[config.mk]
export PLATFORM = sky130hd
export DESIGN_NAME = pwm_multi_gen
export DESIGN_NICKNAME = d
export VERILOG_FILES = /design/src/rtl/pwm_multi_gen.sv
export SDC_FILE = /design/constraint.sdc
export NUM_CORES = 1
export LEC_CHECK = 0
export ABC_AREA = 1
export CORE_ASPECT_RATIO = 0.5
export CORE_MARGIN = 1.5
export CORE_UTILIZATION = 45
export DETAILED_ROUTE_END_ITERATION = 10
export PLACE_DENSITY = 0.62
export SKIP_LAST_GASP = 1
export SYNTH_ARGS = -nofsm -noshare
export SYNTH_HDL_FRONTEND = slang
export SYNTH_SLANG_ARGS = --single-unit
[constraint.sdc]
create_clock -name clk -period 3 [get_ports clk]
set_input_delay 0.6 -clock clk [delete_from_list [all_inputs] [get_ports clk]]
set_output_delay 0.6 -clock clk [all_outputs]
set_load 0.05 [all_outputs]
[src/rtl/pwm_multi_gen.sv]
// Multi-channel PWM generator: shared prescaler and period counter, double-buffered duty/period.
// Optional failsafe timeout is compiled in when PWM_FAILSAFE_EN is defined.
module pwm_multi_gen #(
   parameter int NUM_CH         = 4,
   parameter int CNT_W          = 16,
   parameter int PRESCALE       = 532,
   parameter int DEFAULT_PERIOD = 100,
   parameter int ACTIVE_HIGH    = 1,
`ifdef PWM_FAILSAFE_EN
   parameter int FAILSAFE_PERIODS = 50,
`endif
   localparam int CH_W = (NUM_CH > 1) ? $clog2(NUM_CH) : 1
) (
   input  logic              clk,
   input  logic              rst_n,
   input  logic              enable,
   input  logic [CNT_W-1:0]  period_in,
   input  logic              period_wr,
   input  logic [CNT_W-1:0]  duty_in,
   input  logic [CH_W-1:0]   duty_ch,
   input  logic              duty_valid,
   output logic              duty_ready,
   output logic [NUM_CH-1:0] pwm_out,
   output logic              period_start,
   output logic              failsafe
);

   localparam int               PS_W       = (PRESCALE > 1) ? $clog2(PRESCALE) : 1;
   localparam logic             INACT      = (ACTIVE_HIGH == 0);
   localparam logic [PS_W-1:0]  PS_LAST    = PS_W'(PRESCALE - 1);
   localparam logic [CNT_W-1:0] PERIOD_RST = CNT_W'(DEFAULT_PERIOD);

   function automatic logic [CNT_W-1:0] clamp_period(input logic [CNT_W-1:0] p);
      return (p == '0) ? CNT_W'(1) : p;
   endfunction

   function automatic logic drive_level(input logic active);
      return active ^ INACT;
   endfunction

   logic [PS_W-1:0]   prescale_q, prescale_d;
   logic [CNT_W-1:0]  cnt_q, cnt_d;
   logic [CNT_W-1:0]  period_sh_q, period_sh_d;
   logic [CNT_W-1:0]  period_act_q, period_act_d;
   logic [CNT_W-1:0]  duty_sh_q  [NUM_CH];
   logic [CNT_W-1:0]  duty_sh_d  [NUM_CH];
   logic [CNT_W-1:0]  duty_act_q [NUM_CH];
   logic [CNT_W-1:0]  duty_act_d [NUM_CH];
   logic [NUM_CH-1:0] pwm_q, pwm_d;
   logic              en_q, en_d;
   logic              period_start_q, period_start_d;
   logic              duty_ready_q, duty_ready_d;

   logic tick;
   logic wrap;
   logic commit;
   logic accept;
   logic fs_trip;

   // A commit happens on a natural wrap or immediately when enable rises.
   always_comb begin
      tick   = enable && (prescale_q == PS_LAST);
      wrap   = tick && (cnt_q == (period_act_q - CNT_W'(1)));
      commit = enable && (!en_q || wrap);
      accept = duty_valid && duty_ready_q;
   end

   always_comb begin
      en_d           = enable;
      period_start_d = commit;
      duty_ready_d   = !commit;

      if (!enable || tick) begin
         prescale_d = '0;
      end else begin
         prescale_d = prescale_q + PS_W'(1);
      end

      if (!enable || commit) begin
         cnt_d = '0;
      end else if (tick) begin
         cnt_d = cnt_q + CNT_W'(1);
      end else begin
         cnt_d = cnt_q;
      end

      period_sh_d  = period_wr ? clamp_period(period_in) : period_sh_q;
      period_act_d = commit ? period_sh_q : period_act_q;

      for (int i = 0; i < NUM_CH; i++) begin
         duty_act_d[i] = commit ? duty_sh_q[i] : duty_act_q[i];
         duty_sh_d[i]  = duty_sh_q[i];
         // Out-of-range channel indices match no entry and are silently dropped.
         if (accept && (duty_ch == CH_W'(i))) begin
            duty_sh_d[i] = duty_in;
         end
         if (fs_trip) begin
            duty_sh_d[i] = '0;
         end
         pwm_d[i] = enable ? drive_level(cnt_q < duty_act_q[i]) : INACT;
      end
   end

   always_ff @(posedge clk or negedge rst_n) begin
      if (!rst_n) begin
         prescale_q     <= '0;
         cnt_q          <= '0;
         period_sh_q    <= PERIOD_RST;
         period_act_q   <= PERIOD_RST;
         pwm_q          <= {NUM_CH{INACT}};
         en_q           <= 1'b0;
         period_start_q <= 1'b0;
         duty_ready_q   <= 1'b1;
         for (int i = 0; i < NUM_CH; i++) begin
            duty_sh_q[i]  <= '0;
            duty_act_q[i] <= '0;
         end
      end else begin
         prescale_q     <= prescale_d;
         cnt_q          <= cnt_d;
         period_sh_q    <= period_sh_d;
         period_act_q   <= period_act_d;
         pwm_q          <= pwm_d;
         en_q           <= en_d;
         period_start_q <= period_start_d;
         duty_ready_q   <= duty_ready_d;
         for (int i = 0; i < NUM_CH; i++) begin
            duty_sh_q[i]  <= duty_sh_d[i];
            duty_act_q[i] <= duty_act_d[i];
         end
      end
   end

`ifdef PWM_FAILSAFE_EN
   localparam logic [CNT_W-1:0] FS_LIMIT = CNT_W'(FAILSAFE_PERIODS);

   logic [CNT_W-1:0] fs_cnt_q, fs_cnt_d;
   logic             failsafe_q, failsafe_d;

   // Counting stops once tripped; the next accepted write re-arms it.
   always_comb begin
      fs_cnt_d   = fs_cnt_q;
      failsafe_d = failsafe_q;
      fs_trip    = 1'b0;
      if (accept) begin
         fs_cnt_d   = '0;
         failsafe_d = 1'b0;
      end else if (commit && !failsafe_q) begin
         fs_cnt_d = fs_cnt_q + CNT_W'(1);
         if (fs_cnt_d >= FS_LIMIT) begin
            failsafe_d = 1'b1;
            fs_trip    = 1'b1;
         end
      end
   end

   always_ff @(posedge clk or negedge rst_n) begin
      if (!rst_n) begin
         fs_cnt_q   <= '0;
         failsafe_q <= 1'b0;
      end else begin
         fs_cnt_q   <= fs_cnt_d;
         failsafe_q <= failsafe_d;
      end
   end

   assign failsafe = failsafe_q;
`else
   assign fs_trip  = 1'b0;
   assign failsafe = 1'b0;
`endif

   assign pwm_out      = pwm_q;
   assign period_start = period_start_q;
   assign duty_ready   = duty_ready_q;

endmodule
## Yosys cells after proc, flatten, opt, wreduce, memory -nomap -nowiden

Cells that the tools add are included.

| word-level totals | value |
|---|---|
| register bits | 193 |
| word-level logic and storage cells | 53 |

| operators by class | value |
|---|---|
| add/subtract/negate cells | 3 |
| reduce and logical (&&, ||, !) cells | 17 |
| equal/unequal tests | 5 |
| muxes and demuxes | 8 |
| order comparisons | 4 |

Operators with widths:

| cell | number |
|---|---|
| 16-bit less-than comparator | 4 |
| 16-bit 2-to-1 mux | 3 |
| 16-bit by 1-bit adder with 16-bit output (second input constant) | 1 |
| 16-bit equality test | 1 |
| 16-bit zero test | 1 |
| 16-bit by 1-bit subtractor with 16-bit output (second input constant) | 1 |
| 10-bit by 1-bit adder with 10-bit output (second input constant) | 1 |
| 10-bit equality test (second input constant) | 1 |
| 10-bit 2-to-1 mux | 1 |
| 1-bit logical AND | 8 |
| 2-bit equality test (second input constant) | 2 |
| 1-bit 2-to-1 mux | 4 |
| 1-bit zero test | 3 |
| 1-bit logical OR | 3 |
| 2-bit by 1-bit equality test with 1-bit output (second input constant) | 1 |
| 2-bit zero test | 1 |
| 2-bit nonzero test | 1 |

## Logic depth before layout (Yosys ltp)

Gate-level depths: netlist (run 1).

| logic depth | value |
|---|---|
| word-level depth | 7 |
| gate-level depth with buffers | 17 |
| mapped depth without buffers | 16 |

## Least setup slack after synthesis (run 1)

Ideal clock, no wire load.

| timing path | value |
|---|---|
| kind | reg-to-reg |
| from | register period_act_q[0] |
| to | register period_act_q[7] |
| period minus slack after synthesis | 1999 ps |
| cell stages (with the launch flop) | 16 |
| setup slack | 1001 ps |
| setup time | 117 ps |
| path buffers | 1 |
| data arrival time | 1883 ps |
| cell sequence | dfrtp_1 -> inv_1 -> ha_1 -> nand2_1 -> nor2_1 -> nand2_1 -> nor2_1 -> xor2_1 -> nand2_1 -> nor2_1 -> nand2_2 -> nand2_2 -> nand2_2 -> buf_2 -> nand2_1 -> nand2_1 |

| on the way | value |
|---|---|
| cells in the longest elaborated chain, start to end | 5 |

Ends and longest elaborated chain:

| what | RTL line | source |
|---|---|---|
| start: declaration | 44 | `logic [CNT_W-1:0] period_act_q, period_act_d;` |
| start signal: assignment | 122 | `period_act_q <= period_act_d;` |
| 16-bit by 1-bit subtractor with 16-bit output | 63 | `wrap = tick && (cnt_q == (period_act_q - CNT_W'(1)));` |
| 16-bit equality test | 63 |  |
| 1-bit logical AND | 63 |  |
| 1-bit logical OR | 64 | `commit = enable && (!en_q \|\| wrap);` |
| 1-bit logical AND | 64 |  |

No other way between the ends.
A chain may end at the register's enable or synchronous reset.

## Worst setup path after layout (run 1)

| timing path | value |
|---|---|
| from | register period_act_q[0] |
| to | register duty_act_q[25] in the netlist's numbering |

| on the way | value |
|---|---|
| cells in the longest elaborated chain, start to end | 5 |

Ends and longest elaborated chain:

| what | RTL line | source |
|---|---|---|
| 16-bit by 1-bit subtractor with 16-bit output | 63 |  |
| 16-bit equality test | 63 |  |
| 1-bit logical AND | 63 |  |
| 1-bit logical OR | 64 |  |
| 1-bit logical AND | 64 |  |
| end signal: indexed assignment | 129 | `duty_act_q[i] <= duty_act_d[i];` |
| end: declaration | 47 | `logic [CNT_W-1:0] duty_act_q [NUM_CH];` |

No other way between the ends.

==> results of run 1 <==
## per-stage QoR
| stage | power (W) | setup slack, ns | std cells | cell area, um^2 | util [%] |
|---|---|---|---|---|---|
| after floorplan | 0.00407 | 1.00 | 1197 | 9980 | - |
| after global routing | 0.00701 | 0.167 | 1542 | 11200 | 51.7 |
| after global placement | 0.00442 | 0.494 | 1510 | 10700 | 49.1 |
| final | 0.00659 | 0.419 | 1542 | 11200 | 51.7 |
| after detailed placement | 0.00447 | 0.453 | 1510 | 10700 | 49.1 |
| after CTS | 0.00667 | 0.439 | 1542 | 11200 | 51.7 |
## logic make-up (layout without fill, tap and decap cells)
family	count (synthesis)	after routing	synth area share (%)
AOI/OAI and AO/OA	141	141	7.30
adders and majority gates	63	63	7.90
xor gates and xnor gates	12	12	1.05
muxes	15	15	1.69
DFF	193	193	48.5
other	1	1	0.0376
buffers and inverters	184	229	7.90
and+or+nand+nor	588	588	25.6
## layer usage
layer | up-vias | GRT usage (%) | wire [um]
met5 | - | 0 | 0
met4 | 0 | 7.34 | 369
met3 | 29 | 3.75 | 1000
met2 | 164 | 33.9 | 10000
met1 | 3752 | 33.1 | 11900
li1 | 3910 | - | -
## Yosys cell counts, drive strengths merged
cell type	n
nand2	333
dfrtp	186
inv	139
nor2	106
nand3	105
o21ai	70
ha	63
a21oi	61
clkbuf	24
buf	21
nand4	19
mux2	15
nor3	12
xor2	8
dfstp	7
nand3b	5
nor4	5
o211ai	4
xnor2	4
o31ai	3
or2	2
a31oi	1
conb	1
nor3b	1
o21a	1
o22ai	1
## state kept, by name, summed over array words and instances, names as in the netlist
signal        flops
cnt_q            16
duty_act_q       64
duty_ready        1
duty_sh_q        64
en_q              1
period_act_q     16
period_sh_q      16
period_start      1
prescale_q       10
pwm_out           4
## cell type report
cell class	instances	area (um^2)	area share [%]
Clock buffer	19	453	4.03
Clock inverter	13	101	0.903
Inverter	139	522	4.65
Multi-Input combinational cell	820	4350	38.8
Sequential cell	193	4840	43.1
Tap cell	300	375	3.34
Timing Repair Buffer	58	584	5.20
## worst max-delay path: stages, from the launching register on
cell     delay (ns)
dfrtp_1        0.40
inv_1          0.11
ha_1           0.20
nand2_1        0.12
nor2_2         0.18
nand2_1        0.07
nand2_1        0.06
inv_1          0.03
nor2_1         0.08
nand4_1        0.13
nor2_2         0.14
nand2_2        0.16
nand2_2        0.15
buf_12         0.30
nand3_1        0.17
nand2_1        0.11
## power breakdown
part	total, W	switching, W	leakage, nW	internal [W]
Clock	0.00217	0.00105	0.268	0.00112
Combinational	0.00114	0.000686	2.95	0.000451
Sequential	0.00328	0.000281	2.41	0.00300
Total	0.00659	0.00202	5.63	0.00457
## worst max path at each step
stage | startpoint | to
finish | period_act_q[0]$_DFFE_PN0P_ | duty_act_q[25]$_DFFE_PN0P_
global route | period_act_q[0]$_DFFE_PN0P_ | duty_act_q[25]$_DFFE_PN0P_
CTS | period_act_q[0]$_DFFE_PN0P_ | period_act_q[15]$_DFFE_PN0P_
detailed placement | period_act_q[0]$_DFFE_PN0P_ | period_act_q[15]$_DFFE_PN0P_
global placement | period_act_q[0]$_DFFE_PN0P_ | duty_act_q[27]$_DFFE_PN0P_
floorplan | period_act_q[0]$_DFFE_PN0P_ | period_act_q[7]$_DFFE_PN0P_
## cell usage in the layout, fill, tap and decap left out, drive strengths merged, types with 2 or more instances in the layout
cell type	instances
nand2	333
dfrtp	186
inv	144
nor2	106
nand3	105
o21ai	70
ha	63
a21oi	61
clkdlybuf4s50	42
clkbuf	20
nand4	19
mux2	15
buf	15
nor3	12
xor2	8
dfstp	7
nand3b	5
nor4	5
clkinv	5
o211ai	4
xnor2	4
o31ai	3
clkinvlp	3
or2	2
==> results.ini, run 1 <==
[floorplanning]
die_h_um=108
placementRows=38
io_pins=46
start_util_pct=45.9
dieArea_um2=23100
die_w_um=214
core_um2=21700

[route]
drt-vias-per-instance=5.09
drt-pass1-iter-count=5
post_drt_wl_per_cell_um=15.1
ant_nets=0
vias=7855
drc=0
drt_wl_total_um=23300
dr.first_iter.drc_count=485

[job]
max-cap-violations=0

[yosys]
yosysUniqueCellTypes=34
yosysSeqAreaShare_pct=48.5
synth_top_area_share_pct=46.7
syn_area_um2=9980
yosysWarnings=0
syn_inst=1197
synth.net_count=1299
synth-seq-cells=193
syn_area_per_cell_um2=8.34
synth_area_leaders=dfrtp_1 (47%), nand2_1 (12%), ha_1 (7.9%)
yosysTopAreaCell=dfrtp_1

[global_routing]
grt_max_degree=83
antenna_found_initial=0
grt_pass1_vias=7815
overflow=0
grt_pass1_wl_um=40100
track_usage_pct=22.5

[cts]
cts_buffers=17
cts_tree=built
hold_buffers=0
ctsRootBufferMaster=clkbuf_16
cts_buffer_depth=2
clk_pin_slew_ns=0.07
clkSinkCount=193
cts_resized=0
clkLatencyLatePin_ns=0.45
cts_setup_buffers=0
htreeDepth=4

[sta]
rsz0062_at_grt=no
tns_ns=0
clock_skew_ns=0.0145
worst_slew_pin_slew_ns=0.725
hold_viol=0
finalSetupViolations=0
finalCritPeriodShare_pct=86.0
hold_slack_ns=0.144
max_freq_ghz=0.388
slew_headroom_pct=51.5
slew_viol_final=0
fin_crit_ns=2.58

[setup_path]
reg2reg_from=period_act_q[0]$_DFFE_PN0P_
crit_type=reg -> reg
reg2reg_slack_ns=0.42
r2r_cells=15
timing.rr.end=duty_act_q[25]$_DFFE_PN0P_
cp_max_fo=82
cp.arrival_ns=2.96
end_kind=flop
worst_setup_path_start_kind=flop
required_ns=3.38

[place]
gp_congestion=0.852
portBuffers=44
dpl.hpwl_um=16400

[pwr]
peakVddDrop_mv=0.368
p_leak_nw=5.63
p_per_area_nw_per_um2=587

[final_layout]
drive_gt1_share_pct=7.97
fillers=2071
synthToLayoutAreaGrowth_pct=12.5
fin_nets=1331
n_antenna_cell=0

[worst_hold_path]
min_path_type=in -> async

[run_status]
status=finished clean

No activity file was read; power rests on OpenSTA's default activity.
==> run 2: changes to the inputs <==
CORE_MARGIN = 4   (was 1.5)
PLACE_DENSITY = 0.65   (was 0.62)
clock period = 2.2 ns   (was 3 ns; I/O delays follow)
==> results.ini, run 2 (synthesized netlist as in run 1, its figures left out) <==
[final_layout]
largestRegisters=duty_act_q: 64 flops, duty_sh_q: 64 flops
layout_commonest_cell=nand2_1
fillers=1920  ; -7.3%
utilization_pct=56.0  ; +4.4 points
synthToLayoutAreaGrowth_pct=22.0
drive_gt1_share_pct=14.7  ; +6.7 points
n_antenna_cell=0  ; unchanged
regArea_um2=4840  ; +0.10%
multi_input_area_um2=4540  ; +4.2%
final_cell_mix=nand2_1 (311), dfrtp_1 (182), inv_1 (135)
fin_nets=1380  ; +3.7%

[setup_path]
worst_setup_path_start_kind=flop
reg2reg_from=period_act_q[0]$_DFFE_PN0P_
r2r_cells=16  ; +1
timing.rr.end=duty_act_q[28]$_DFFE_PN0P_
crit_type=reg -> reg
end_kind=flop
cp.arrival_ns=2.65  ; -0.31 ns
required_ns=2.59  ; -0.79 ns
cp_max_fo=7  ; -91%
reg2reg_slack_ns=-0.06  ; -0.48 ns

[route]
drc=0  ; unchanged
drt-vias-per-instance=5.20  ; +2.1%
post_drt_wl_per_cell_um=16.5  ; +9.3%
dr.first_iter.drc_count=672  ; +39%
drt_wl_total_um=26300  ; +13%
drt-pass1-iter-count=5  ; unchanged
ant_nets=0  ; unchanged
vias=8275  ; +5.3%

[global_routing]
overflow=0  ; unchanged
antenna_found_initial=0  ; unchanged
grt_max_degree=89  ; +7.2%
grt_pass1_vias=8019  ; +2.6%
grt_pass1_wl_um=40800  ; +1.8%
track_usage_pct=20.7  ; -1.8 points

[sta]
hold_slack_ns=0.218  ; +0.0738 ns
rsz0062_at_grt=yes
hold_viol=0  ; unchanged
fin_crit_ns=2.26  ; -0.317 ns
slew_viol_final=0  ; unchanged
slew_headroom_pct=63.6  ; +12 points
finalSetupViolations=80  ; +80
timing.final.ws_setup_ns=-0.0639  ; -0.483 ns
max_freq_ghz=0.442  ; +14%
clock_skew_ns=0.0116  ; -0.00291 ns
finalCritPeriodShare_pct=103  ; +17 points
worst_slew_pin_slew_ns=0.542  ; -0.184 ns

[floorplanning]
dieArea_um2=24800  ; +7.1%
core_um2=21700  ; unchanged
die_h_um=113  ; +4.6%
start_util_pct=45.9  ; unchanged
die_w_um=219  ; +2.3%
io_pins=46  ; unchanged
placementRows=38  ; unchanged

[worst_hold_path]
min_path_type=in -> reg
hold_depth=1
whs_endpoint=en_q$_DFF_PN0_
min_from=enable

[pwr]
p_total_w=0.00956  ; +45%
peakVddDrop_mv=0.455  ; +24%
p_per_area_nw_per_um2=786  ; +34%
p_leak_nw=6.05  ; +7.4%

[place]
gp_congestion=0.867  ; +1.8%
post-place-ws_ns=-0.0520  ; -0.505 ns
dpl.hpwl_um=16900  ; +2.9%
portBuffers=44  ; unchanged

[cts]
clk_pin_slew_ns=0.08  ; about the same
htreeDepth=4  ; unchanged
cts_buffers=17  ; unchanged
clkLatencyLatePin_ns=0.45  ; about the same
cts_tree=built
clkSinkCount=193  ; unchanged
cts_buffer_depth=2  ; unchanged
ctsRootBufferMaster=clkbuf_16

[job]
max-cap-violations=0  ; unchanged

[run_status]
status=finished with violations
failed_checks=negative setup slack

==> run 2: cell types whose count changed in the layout (fill, tap and decap cells not counted), moves of 5 or more <==
cell,change
buf_4,+20
nand2_1,-18
nor2_1,-13
nand2_2,+12
clkbuf_16,+11
buf_12,+10
nor2_2,+9
buf_6,+5
nand2_4,+5
==> run 2: critical path, cell delays in order (launching register included) <==
cell,delay [ns]
dfrtp_1,0.40
inv_2,0.09
ha_4,0.15
nand2_4,0.07
nor2_4,0.18
nand3_2,0.10
nand3_2,0.08
nand2_1,0.07
nor2_1,0.10
nand2_1,0.08
nor2_2,0.11
nand2_2,0.10
nand2_8,0.16
buf_12,0.17
clkbuf_16,0.15
nand3_1,0.08
nand2_1,0.11
==> run 2: routing by layer <==
| metal | global-route usage [%] | up-vias | routed length [um] |
|---|---|---|---|
| li1 | - | 4026 | - |
| met1 | 30.5 | 4027 | 13100 |
| met2 | 31.8 | 203 | 11700 |
| met3 | 3.86 | 19 | 1310 |
| met4 | 5.05 | 0 | 293 |
| met5 | 0 | - | 0 |
==> run 2: timing repair <==
action	in CTS	in global routing
cloned	0	16
setup endpoints to repair	79	89
endpoints found under the hold margin	41	0
hold buffers	1	0
gates resized for setup	2	61
buffers inserted	0	8
pin swaps	0	42
==> run 2: worst max-delay path by stage <==
stage	slack (ns)	startpoint	to
after CTS	-0.06	period_act_q[0]$_DFFE_PN0P_	duty_act_q[32]$_DFFE_PN0P_
final	-0.06	period_act_q[0]$_DFFE_PN0P_	duty_act_q[28]$_DFFE_PN0P_
after detailed placement	-0.05	period_act_q[0]$_DFFE_PN0P_	period_act_q[8]$_DFFE_PN0P_
after global placement	-0.007	period_act_q[0]$_DFFE_PN0P_	period_act_q[7]$_DFFE_PN0P_
after global routing	-0.21	period_act_q[0]$_DFFE_PN0P_	duty_act_q[24]$_DFFE_PN0P_
after floorplan	0.20	period_act_q[0]$_DFFE_PN0P_	period_act_q[7]$_DFFE_PN0P_
==> run 2: through the flow <==
stage | setup TNS [ns] | instance area (um^2) | std cells
2_1_floorplan | 0 | 9980 | 1197
3_3_place_gp | -0.0194 | 11000 | 1534
3_5_place_dp | -2.27 | 11000 | 1534
4_1_cts | -3.06 | 11600 | 1567
5_1_grt | -15.44 | 12200 | 1591
6_report | -2.69 | 12200 | 1591
==> run 2: cell type report <==
| type | count | share of cell area [%] |
|---|---|---|
| inverter | 139 | 4.29 |
| clock buffer | 17 | 3.49 |
| clock inverter | 15 | 1.48 |
| timing repair buffer | 106 | 10.6 |
| sequential | 193 | 39.8 |
| multi-input combinational | 821 | 37.3 |
| tap | 300 | 3.08 |
==> run 2: power breakdown <==
| group | switching [W] | total, W | leakage (nW) | internal, W |
|---|---|---|---|---|
| Sequential | 0.000415 | 0.00451 | 2.40 | 0.00410 |
| Combinational | 0.00107 | 0.00186 | 3.36 | 0.000788 |
| Clock | 0.00148 | 0.00319 | 0.287 | 0.00171 |
==> run 3: changes to the inputs <==
ABC_AREA = unset   (was 1)
PLACE_DENSITY = 0.64   (was 0.65)
==> results.ini, run 3 <==
[cts]
clkSinkCount=193  ; unchanged
cts_tree=built
cts_buffer_depth=2  ; unchanged
clkLatencyLatePin_ns=0.44  ; about the same
clk_pin_slew_ns=0.07  ; about the same
htreeDepth=4  ; unchanged
cts_buffers=17  ; unchanged
ctsRootBufferMaster=clkbuf_16

[yosys]
ys.flop_type=dfrtp_1
syn_area_um2=10700  ; +7.7%
synth-seq-cells=193  ; unchanged
yosysWarnings=0  ; unchanged
synth_top_area_share_pct=43.3  ; -3.3 points
syn_inst=1006  ; -16%
synth.most_common_cell=dfrtp_1
yosysSeqAreaShare_pct=45.0  ; -3.5 points
ys_top_cells_by_count=dfrtp_1 (186), inv_1 (149), nand2_1 (137), o32ai_2 (79), ha_1 (63)
synth.net_count=1108  ; -15%
synth_enable_flop_cells=0  ; unchanged
synth_async_sr_flop_share_pct=100  ; unchanged
yosysUniqueCellTypes=60  ; +76%
yosysTopAreaCell=dfrtp_1
syn_area_per_cell_um2=10.7  ; +28%
synth_area_leaders=dfrtp_1 (43%), o32ai_2 (12%), ha_1 (7.3%)

[setup_path]
cp.arrival_ns=3.10  ; +0.45 ns
cp_max_fo=7  ; unchanged
worstPathCellList=buf_4 > nor4b_4 > nand3_4 > mux2_4 > o21ba_4 > o41a_4 > buf_12 > clkbuf_16 > o32ai_2
crit_type=reg -> reg
end_kind=flop
cp.buffers_inverters=3  ; unchanged
cpPeakStageDelay_ns=0.51  ; +0.11 ns
cp_top_family=compound AO/OA/AOI/OAI gates
required_ns=2.54  ; -0.05 ns
worst_setup_path_start_kind=flop
slowest_stage=o41a_4

[route]
dr.first_iter.drc_count=496  ; -26%
vias=8004  ; -3.3%
drt_wl_total_um=27400  ; +4.0%
ant_nets=0  ; unchanged
drt-vias-per-instance=5.42  ; +4.3%
drc=0  ; unchanged
drt-pass1-iter-count=5  ; unchanged
post_drt_wl_per_cell_um=18.5  ; +12%

[global_routing]
track_usage_pct=20.7  ; +0.060 points
grt_max_degree=81  ; -9.0%
grt_pass1_vias=8202  ; +2.3%
grt_pass1_wl_um=43300  ; +6.2%
overflow=0  ; unchanged
antenna_found_initial=0  ; unchanged

[final_layout]
layout_commonest_cell=dfrtp_1
drive_gt1_share_pct=29.7  ; +15 points
final_cell_mix=dfrtp_1 (185), inv_1 (147), nand2_1 (136)
fillers=1882  ; -2.0%
synthToLayoutAreaGrowth_pct=27.5
n_antenna_cell=0  ; unchanged
fin_nets=1259  ; -8.8%
largestRegisters=duty_act_q: 64 flops, duty_sh_q: 64 flops
utilization_pct=59.2  ; +3.2 points

[pwr]
p_leak_nw=6.40  ; +5.9%
p_per_area_nw_per_um2=739  ; -6.0%
peakVddDrop_mv=0.430  ; -5.5%
p_total_w=0.0101  ; +5.8%

[sta]
timing.final.ws_setup_ns=-0.562  ; -0.498 ns
max_freq_ghz=0.362  ; -18%
rsz0062_at_grt=yes
fin_crit_ns=2.76  ; +0.498 ns
slew_viol_final=0  ; unchanged
hold_viol=0  ; unchanged
slew_headroom_pct=64.6  ; +1.0 points
finalCritPeriodShare_pct=126  ; +23 points
worst_slew_pin_slew_ns=0.531  ; -0.0107 ns
clock_skew_ns=0.00833  ; -0.00328 ns
finalSetupViolations=101  ; +26%
hold_slack_ns=0.506  ; +0.288 ns

[floorplanning]
start_util_pct=46.5  ; +0.53 points
io_pins=46  ; unchanged
die_h_um=117  ; +3.5%
core_um2=23100  ; +6.4%
die_w_um=227  ; +3.6%
dieArea_um2=26600  ; +7.3%
placementRows=39  ; +2.6%

[run_status]
status=finished with violations
failed_checks=negative setup slack

[worst_hold_path]
min_path_type=reg -> reg

[place]
gp_congestion=0.886  ; +2.2%
portBuffers=44  ; unchanged
dpl.hpwl_um=18500  ; +9.4%
post-place-ws_ns=-0.733  ; -0.681 ns

[job]
max-cap-violations=0  ; unchanged

-- run 3: cell count changes after synthesis, moves of 31 or more --
cell     before  now
o21ai_0      70   39
o32ai_2       0   79
nand3_1      87   18
a21oi_1      61   18
nand2_1     329  137
nor2_1      102   22
mux2_2       15   48
-- run 3: layout make-up --
type                    count  area (um^2)  share of cell area [%]
well taps                 307          384                    2.80
flip-flops and latches    193         4840                    35.3
clock buffers              21          480                    3.51
repair buffers            188         1960                    14.3
multi-input cells         607         5340                    39.0
clock inverters            10          124                   0.904
inverters                 150          566                    4.13
-- run 3: per-layer routing --
metal | global-route usage, % | up-vias | wire length (um)
met3 | 3.02 | 23 | 850
met2 | 35.1 | 142 | 13000
met4 | 5.19 | 0 | 397
met5 | 0 | - | 0
li1 | - | 3793 | -
met1 | 28.6 | 4046 | 13100
-- run 3: final timing paths --
check                                                 start                         end  slack, ns  depth (start not counted)
worst max-delay path            period_act_q[2]$_DFFE_PN1P_  duty_act_q[32]$_DFFE_PN0P_      -0.56                          9
worst min-delay path               duty_sh_q[5]$_DFFE_PN0P_    duty_sh_q[5]$_DFFE_PN0P_       0.51                          1
worst max register to register  period_act_q[2]$_DFFE_PN1P_  duty_act_q[32]$_DFFE_PN0P_      -0.56                          9
worst min register to register     duty_sh_q[5]$_DFFE_PN0P_    duty_sh_q[5]$_DFFE_PN0P_       0.51                          1
max in group asynchronous                             rst_n  period_sh_q[5]$_DFFE_PN1P_       0.96                          3
min in group asynchronous                             rst_n      period_start$_DFF_PN0_       0.53                          2
-- run 3: worst register-to-register path, cell delays in order (launching register included) --
cell	delay, ns
dfstp_2	0.41
buf_4	0.16
nor4b_4	0.39
nand3_4	0.12
mux2_4	0.32
o21ba_4	0.20
o41a_4	0.51
buf_12	0.18
clkbuf_16	0.19
o32ai_2	0.20
-- run 3: cells by family (layout without fill, tap and decap cells) --
| kind of cell | after synthesis | count (layout) | synth area share, % |
|---|---|---|---|
| AOI/OAI and AO/OA | 194 | 194 | 18.9 |
| xor gates and xnor gates | 41 | 41 | 3.34 |
| adders and majority gates | 63 | 63 | 7.34 |
| buffers and inverters | 206 | 369 | 8.51 |
| DFF | 193 | 193 | 45.0 |
| muxes | 50 | 50 | 5.26 |
| other | 1 | 1 | 0.0349 |
| and+or+nand+nor | 258 | 258 | 11.6 |
-- run 3: where the power goes --
group | switching, W | leakage [nW] | internal [W]
registers | 0.000325 | 2.39 | 0.00413
clock network | 0.00140 | 0.293 | 0.00180
logic | 0.00126 | 3.72 | 0.00120
-- run 3: what timing repair did --
item / in CTS / in global routing
hold buffers: 1 / 0
endpoints found under the hold margin: 3 / 0
gates cloned: 4 / 4
gates resized for setup: 23 / 56
pin swaps: 4 / 23
setup buffers: 10 / 15
endpoints found under the setup margin: 103 / 102
-- run 3: metrics by stage --
stage / instance area (um^2) / instances / setup TNS [ns]
2_1_floorplan: 10800 / 1006 / -46.45
3_3_place_gp: 12300 / 1414 / -61.24
3_5_place_dp: 12300 / 1414 / -63.77
4_1_cts: 13100 / 1459 / -48.60
5_1_grt: 13700 / 1476 / -58.31
6_report: 13700 / 1476 / -49.92
